[config.mk]
export PLATFORM = sky130hd
export DESIGN_NAME = fetch_ctrl
export DESIGN_NICKNAME = d
export VERILOG_FILES = /design/src/rtl/fetch_ctrl.sv
export SDC_FILE = /design/constraint.sdc
export NUM_CORES = 1
export LEC_CHECK = 0
export CORE_MARGIN = 5
export CORE_UTILIZATION = 32
export CTS_CLUSTER_SIZE = 40
export DETAILED_ROUTE_END_ITERATION = 10
export PLACE_DENSITY = 0.77
export SETUP_SLACK_MARGIN = 0.4
export SYNTH_ARGS = -nofsm -noshare
export SYNTH_HDL_FRONTEND = slang
export SYNTH_SLANG_ARGS = --single-unit
[constraint.sdc]
create_clock -name clk -period 1.35 [get_ports clk]
set_clock_uncertainty 0.2 [all_clocks]
set_input_delay 0.2025 -clock clk [delete_from_list [all_inputs] [get_ports clk]]
set_output_delay 0.2025 -clock clk [all_outputs]
set_load 0.05 [all_outputs]
[src/rtl/fetch_ctrl.sv]
// Instruction fetch sequencer: drives PC inc/jmp, issues memory reads, hands words to decode.
// Define FETCH_PERF_CNT_EN to add saturating perf_issued/perf_flushed counters.
module fetch_ctrl #(
    parameter int ADDR_WIDTH  = 8,
    parameter int INSTR_WIDTH = 16
) (
    input  logic                   clk,
    input  logic                   rst,
    input  logic                   en,
    input  logic                   halt,
    input  logic [ADDR_WIDTH-1:0]  pc_addr,
    output logic                   pc_inc,
    output logic                   pc_jmp,
    output logic [ADDR_WIDTH-1:0]  pc_jmp_addr,
    output logic                   mem_req_valid,
    input  logic                   mem_req_ready,
    output logic [ADDR_WIDTH-1:0]  mem_req_addr,
    input  logic                   mem_rsp_valid,
    input  logic [INSTR_WIDTH-1:0] mem_rsp_data,
    output logic                   instr_valid,
    input  logic                   instr_ready,
    output logic [INSTR_WIDTH-1:0] instr_data,
    output logic [ADDR_WIDTH-1:0]  instr_addr,
    input  logic                   br_valid,
    input  logic [ADDR_WIDTH-1:0]  br_target,
    output logic                   busy
`ifdef FETCH_PERF_CNT_EN
    ,
    output logic [15:0]            perf_issued,
    output logic [15:0]            perf_flushed
`endif
);

    typedef enum logic [2:0] {
        IDLE  = 3'd0,
        REQ   = 3'd1,
        WAIT  = 3'd2,
        ISSUE = 3'd3,
        DRAIN = 3'd4
    } state_t;

    state_t                 state_reg;
    state_t                 resume_state;
    logic [INSTR_WIDTH-1:0] instr_data_reg;
    logic [ADDR_WIDTH-1:0]  instr_addr_reg;
    logic                   run_ok;
    logic                   req_fire;
    logic                   issue_fire;

    assign run_ok       = en && !halt;
    assign resume_state = run_ok ? REQ : IDLE;

    // A branch pulse masks the request/issue valids in the same cycle.
    assign mem_req_valid = (state_reg == REQ) && !br_valid;
    assign mem_req_addr  = pc_addr;
    assign req_fire      = mem_req_valid && mem_req_ready;

    assign instr_valid = (state_reg == ISSUE) && !br_valid;
    assign issue_fire  = instr_valid && instr_ready;
    assign instr_data  = instr_data_reg;
    assign instr_addr  = instr_addr_reg;

    assign pc_inc      = (state_reg == WAIT) && mem_rsp_valid && !br_valid;
    assign pc_jmp      = br_valid;
    assign pc_jmp_addr = br_valid ? br_target : '0;

    assign busy = (state_reg != IDLE);

    always_ff @(posedge clk) begin
        if (rst) begin
            state_reg      <= IDLE;
            instr_data_reg <= '0;
            instr_addr_reg <= '0;
        end else begin
            case (state_reg)
                IDLE: begin
                    if (!br_valid && run_ok) begin
                        state_reg <= REQ;
                    end
                end
                REQ: begin
                    if (req_fire) begin
                        instr_addr_reg <= pc_addr;
                        state_reg      <= WAIT;
                    end
                end
                WAIT: begin
                    if (br_valid) begin
                        // Without the response in hand it is still owed; swallow it in DRAIN.
                        state_reg <= mem_rsp_valid ? resume_state : DRAIN;
                    end else if (mem_rsp_valid) begin
                        instr_data_reg <= mem_rsp_data;
                        state_reg      <= ISSUE;
                    end
                end
                ISSUE: begin
                    if (br_valid || issue_fire) begin
                        state_reg <= resume_state;
                    end
                end
                DRAIN: begin
                    // The stale response always ends DRAIN, even if another branch lands with it.
                    if (mem_rsp_valid) begin
                        state_reg <= resume_state;
                    end
                end
                default: state_reg <= IDLE;
            endcase
        end
    end

`ifdef FETCH_PERF_CNT_EN
    logic [15:0] perf_issued_reg;
    logic [15:0] perf_flushed_reg;
    logic        flush_event;

    // A branch in WAIT or ISSUE abandons exactly one fetched (or owed) word.
    assign flush_event = br_valid && ((state_reg == WAIT) || (state_reg == ISSUE));

    always_ff @(posedge clk) begin
        if (rst) begin
            perf_issued_reg  <= '0;
            perf_flushed_reg <= '0;
        end else begin
            if (issue_fire && (perf_issued_reg != 16'hFFFF)) begin
                perf_issued_reg <= perf_issued_reg + 16'd1;
            end
            if (flush_event && (perf_flushed_reg != 16'hFFFF)) begin
                perf_flushed_reg <= perf_flushed_reg + 16'd1;
            end
        end
    end

    assign perf_issued  = perf_issued_reg;
    assign perf_flushed = perf_flushed_reg;
`endif

endmodule

## Word level (Yosys, flattened, before mapping)

Cells that the tools add are included.
Widths: inputs -> output; s select.

| cells by class | value |
|---|---|
| add/subtract/negate cells | 0 |
| multipliers | 0 |
| div/mod/pow operators | 0 |
| order comparisons | 0 |
| equality and inequality tests | 9 |
| shift-type cells | 0 |
| multiplexer cells | 10 |
| bitwise logic cells | 1 |
| reductions and logical operators | 16 |

Operators with widths:

| operator | number |
|---|---|
| $mux 3 | 7 |
| $pmux 3 s5 | 1 |
| $logic_and 1x1->1 | 8 |
| $mux 8 | 1 |
| $eq 3x2->1 const B | 2 |
| $ne 2x2->1 const B | 3 |
| $reduce_and 5->1 | 1 |
| $eq 3x1->1 const B | 1 |
| $eq 3x3->1 const B | 1 |
| $logic_not 3->1 | 1 |
| $ne 3x3->1 const B | 1 |
| $reduce_and 3->1 | 1 |
| $reduce_bool 3->1 | 1 |
| $logic_not 1->1 | 2 |
| $ne 2x1->1 const B | 1 |
| $reduce_and 2->1 | 1 |
| $logic_or 1x1->1 | 1 |
| $mux 1 | 1 |
| $not 1->1 | 1 |

| storage, ports and cells | value |
|---|---|
| register bits | 27 |
| bits in latches | 0 |
| RAM bits | 0 |
| ROM bits | 0 |
| output and inout bits | 45 |
| memories | 0 |

## Longest topological paths before layout

| logic depth | value |
|---|---|
| word-level depth | 6 |
| mapped depth | 6 |
| gate-level depth less buffers | 5 |

## Least setup slack after synthesis

Ideal clock, no wire load.

| timing path | value |
|---|---|
| path type | reg-to-reg |
| from | register state_reg[2] |
| to | register instr_addr_reg[0], in the netlist instr_addr[0] |
| library setup time | 0.128 ns |
| data arrival time | 1.691 ns |
| data required time | 1.022 ns |
| setup slack | -0.668 ns |
| stages on the path, launching flop included | 6 |
| path buffers | 1 |
| period minus slack after synthesis | 2.018 ns |
| cell sequence | dfxtp_1 buf_2 nor4b_4 nand2_2 mux2i_1 nor2_1 |

| between the ends | value |
|---|---|
| cells in the longest elaborated chain, start to end | 4 |

Ends and longest elaborated chain:

| item | line | text |
|---|---|---|
| start, declared | 42 | `state_t state_reg;` |
| start signal, assigned | 90 | `state_reg <= mem_rsp_valid ? resume_state : DRAIN;` |
| start signal, assigned | 98 | `state_reg <= resume_state;` |
| start signal, assigned | 104 | `state_reg <= resume_state;` |
| $eq 3x1->1 | 54 | `assign mem_req_valid = (state_reg == REQ) && !br_valid;` |
| $logic_and 1x1->1 | 54 |  |
| net mem_req_valid | 15 | `output logic mem_req_valid,` |
| $logic_and 1x1->1 | 56 | `assign req_fire = mem_req_valid && mem_req_ready;` |
| $reduce_and 2->1 (no source line) | n/a |  |
| end signal, assigned | 83 | `instr_addr_reg <= pc_addr;` |
| end, declared | 45 | `logic [ADDR_WIDTH-1:0] instr_addr_reg;` |

The timed path passes the listed nets, and every way through them passes these cells.
A chain may end at the register's enable or synchronous reset.

## Final worst setup path

| timing path | value |
|---|---|
| from | register state_reg[0] |
| to | output port busy |

| between the ends | value |
|---|---|
| cells in the longest elaborated chain, start to end | 1 |

Ends and longest elaborated chain:

| item | line | text |
|---|---|---|
| $reduce_bool 3->1 | 67 | `assign busy = (state_reg != IDLE);` |
| end, declared | 26 | `output logic busy` |

Every way passes these cells.

==> metrics.md <==
| Metric | Value |
|---|---|
| Number of flip-flops in the largest register | 16 |
| Crit-path cells | or3_4 > buf_6 |
| Diode count | 0 |
| Total GRT Usage | 0.1732 |
| Crit Path Category | reg -> out |
| Synth Register Bits | 27 |
| Worst min path class | in -> reg |
| DIE AREA | 5256 um^2 |
| WP data arrival | 1250 ps |
| Final WL | ~5.3 mm |
| IO Count | 85 |
| Highest cell delay on the worst timing path | around 430 ps |
| 1st-iter DRT viols | 80 |
| Drt via density | 4.832 |
| Setup ws final | -301.0 ps |
| Post-DP HPWL | ~3.2 mm |
| Row count | 22 |
| Yosys cell types | 28 |
| Longest Clk Path Bufs | 2 |
| Synthesized area per cell | ~8.4 um^2 |
| Endpoint class of the critical path | output pin |
| Commonest non-fill, non-tap cell in the layout | buf_12 |
| Clock root cell | clkbuf_8 |
| Worst Setup SP | state_reg[0] |
| Largest net degree at the start of global routing | 17 |
| Buffers added on ports | between 80 and 90 |
| CP max-delay cell | or3_4 |
| Worst setup path endpoint | busy |
| Sequential cell area fraction in the yosys report | 0.4324 |
| Final period utilization | 1.223 |
| Core Area | approximately 3700 um^2 |
| First-pass iteration count of the detailed router | 4 |
| Clock Pin Slew Worst Setup and Hold Paths | roughly 90 ps |
| Worst-Skew Late Latency | roughly 270 ps |
| CTS sink count | 27 |
| Status | complete, but fails checks |
| RR Endpoint | state_reg[0] |
| Pwr/cell area | about 770 nW/um^2 |
| DRC Markers | 0 |
| GRT overflow | 0 |
| Rel. slew slack | 0.7925 |
| Final number of hold-violating endpoints | 0 |
| Hold_buf cts | 0 |
| Crit path launch type | flop |
| FMAX | 605.7 MHz |
| Die height | roughly 73 um |
| # Max-Cap Violations | 0 |
| Post-route minimum period | between 1500 and 2000 ps |
| Vias in the first global route | about 1500 |
| Failing checks | setup timing |
| RSZ-0062 raised after global routing | yes |
| Initial core utilization | 0.3364 |
| Crit path buffers/inverters | 1 |
| R2R cell count | 5 |
| Die width | around 73 um |
| Synth Cell Area | around 1200 um^2 |
| Mapped Cells | approximately 150 |
| First-pass GRT wire length | about 7 mm |
| Slew Viols, Final | 0 |
| Final setup vio count | 30 |
| CTS H-tree lvls | 1 |
| CP required | 950 ps |
| Cell count along the critical path | 2 |
| FF-to-FF setup slack | -290 ps |
| Nets | approximately 290 |
| Top Family by Delay on Critical Path | simple AND/OR/NAND/NOR gates |
| Dpl ws | -582.5 ps |
| Vias | 1440 |
| Area delta synth->final | 153.5% |
| Most frequent cells in the layout | 48 x buf_12, 21 x clkdlybuf4s50_1, 21 x dfxtp_2, 17 x buf_4, 16 x a21oi_2 |
| Tightest Pin Transition | approximately 310 ps |
| Critical Path Fanout Max | 5 |
| Inserted Clock Buffers | 3 |
| Initial antenna violation count | 0 |
| Worst r2r src | state_reg[0] |
| Syn. warnings | 0 |
| Routability cong. | 0.7859 |
| Share of cells above drive strength 1 | 0.7120 |
| WL per Instance | between 15 and 20 um |
| Routed Antenna Nets | 0 |
| Pleak | roughly 0.0013 uW |
| Peak VDD IR | around 0.66 mV |
| CTS tree | yes |
| Syn Nets | 188 |
| Total negative setup slack | -4633 ps |
cell type report:
type / instances / area [um^2]
repair buffers: 116 / 1585
multi-input cells: 102 / 879.6
flip-flops and latches: 27 / 589.3
fillers: 189 / 548.0
well taps: 48 / 60.06
clock buffers: 4 / 45.04
inverters: 1 / 8.758
per-stage QoR:
step	area (um^2)	hold WS (ps)	total power, uW	util	cells
finish	3168	8.785	2454	0.8525	298
CTS	2933	7.158	2354	0.7892	292
global placement	2693	257.9	1796	0.7246	280
global route	3168	-2.662	2562	0.8525	298
floorplan	1356	78.50	1385	-	148
detailed placement	2693	262.2	1813	0.7246	280
synthesized netlist by cell type, drive strengths merged:
master	instances	area (um^2)
a21oi	16	80.08
o31a	1	8.760
dfxtp	27	540.5
nand3	2	15.01
and2	8	50.05
nor2b	3	18.77
nand2	34	130.1
nand3b	1	7.510
nor4	1	6.260
or4b	1	10.01
clkbuf	3	11.26
nor2	12	45.04
and3	1	6.260
mux2i	9	90.09
nor4b	1	23.77
o21ai	2	10.01
or3	1	11.26
a22oi	2	15.01
nand2b	5	31.28
inv	1	3.750
o221ai	1	15.01
a2111oi	1	15.01
buf	15	105.1
report_power, final:
group | internal (uW) | total [uW] | switching [uW] | leakage [uW]
clock network | 211 | 455 | 244 | 0.0000228
registers | 832 | 884 | 52.2 | 0.000233
logic | 571 | 1120 | 545 | 0.00109
total | 1610 | 2450 | 840 | 0.00135
worst min-delay path, delay by kind of cell:
| kind | cells | cell delay [ps] |
|---|---|---|
| buffers and inverters | 2 | 210 |
| and+or+nand+nor | 1 | 30 |
worst min-delay path by stage:
stage,start,endpoint,slack [ps],depth (start not counted)
2_1_floorplan,mem_rsp_valid,state_reg[2],80,1
3_3_place_gp,instr_data[9],instr_data[9],260,2
3_5_place_dp,instr_data[10],instr_data[10],260,2
4_1_cts,br_valid,state_reg[1],7,3
5_1_grt,br_valid,state_reg[1],-3,3
6_report,br_valid,state_reg[1],9,3
cell families (layout without fill, tap and decap cells):
kind of cell           count (synthesis)  in the layout  synth area share
buffers and inverters                 19            121           0.09608
muxes                                  9              9           0.07207
AOI/OAI and AO/OA                     23             23            0.1151
DFF                                   27             27            0.4324
and+or+nand+nor                       70             70            0.2843
metal layers:
layer	track usage	wire [um]
met5	0	0
met1	0.1882	1857
met4	0.02664	127
met2	0.3316	2969
met3	0.05402	389
repair_timing:
item / CTS / global route
pin swaps: 28 / 27
endpoints found under the setup margin: 72 / 64
gates resized for setup: 107 / 50
hold endpoints to repair: 0 / 1
gates cloned: 1 / 0
buffers inserted: 7 / 6
(Power assumes the default switching activity.)
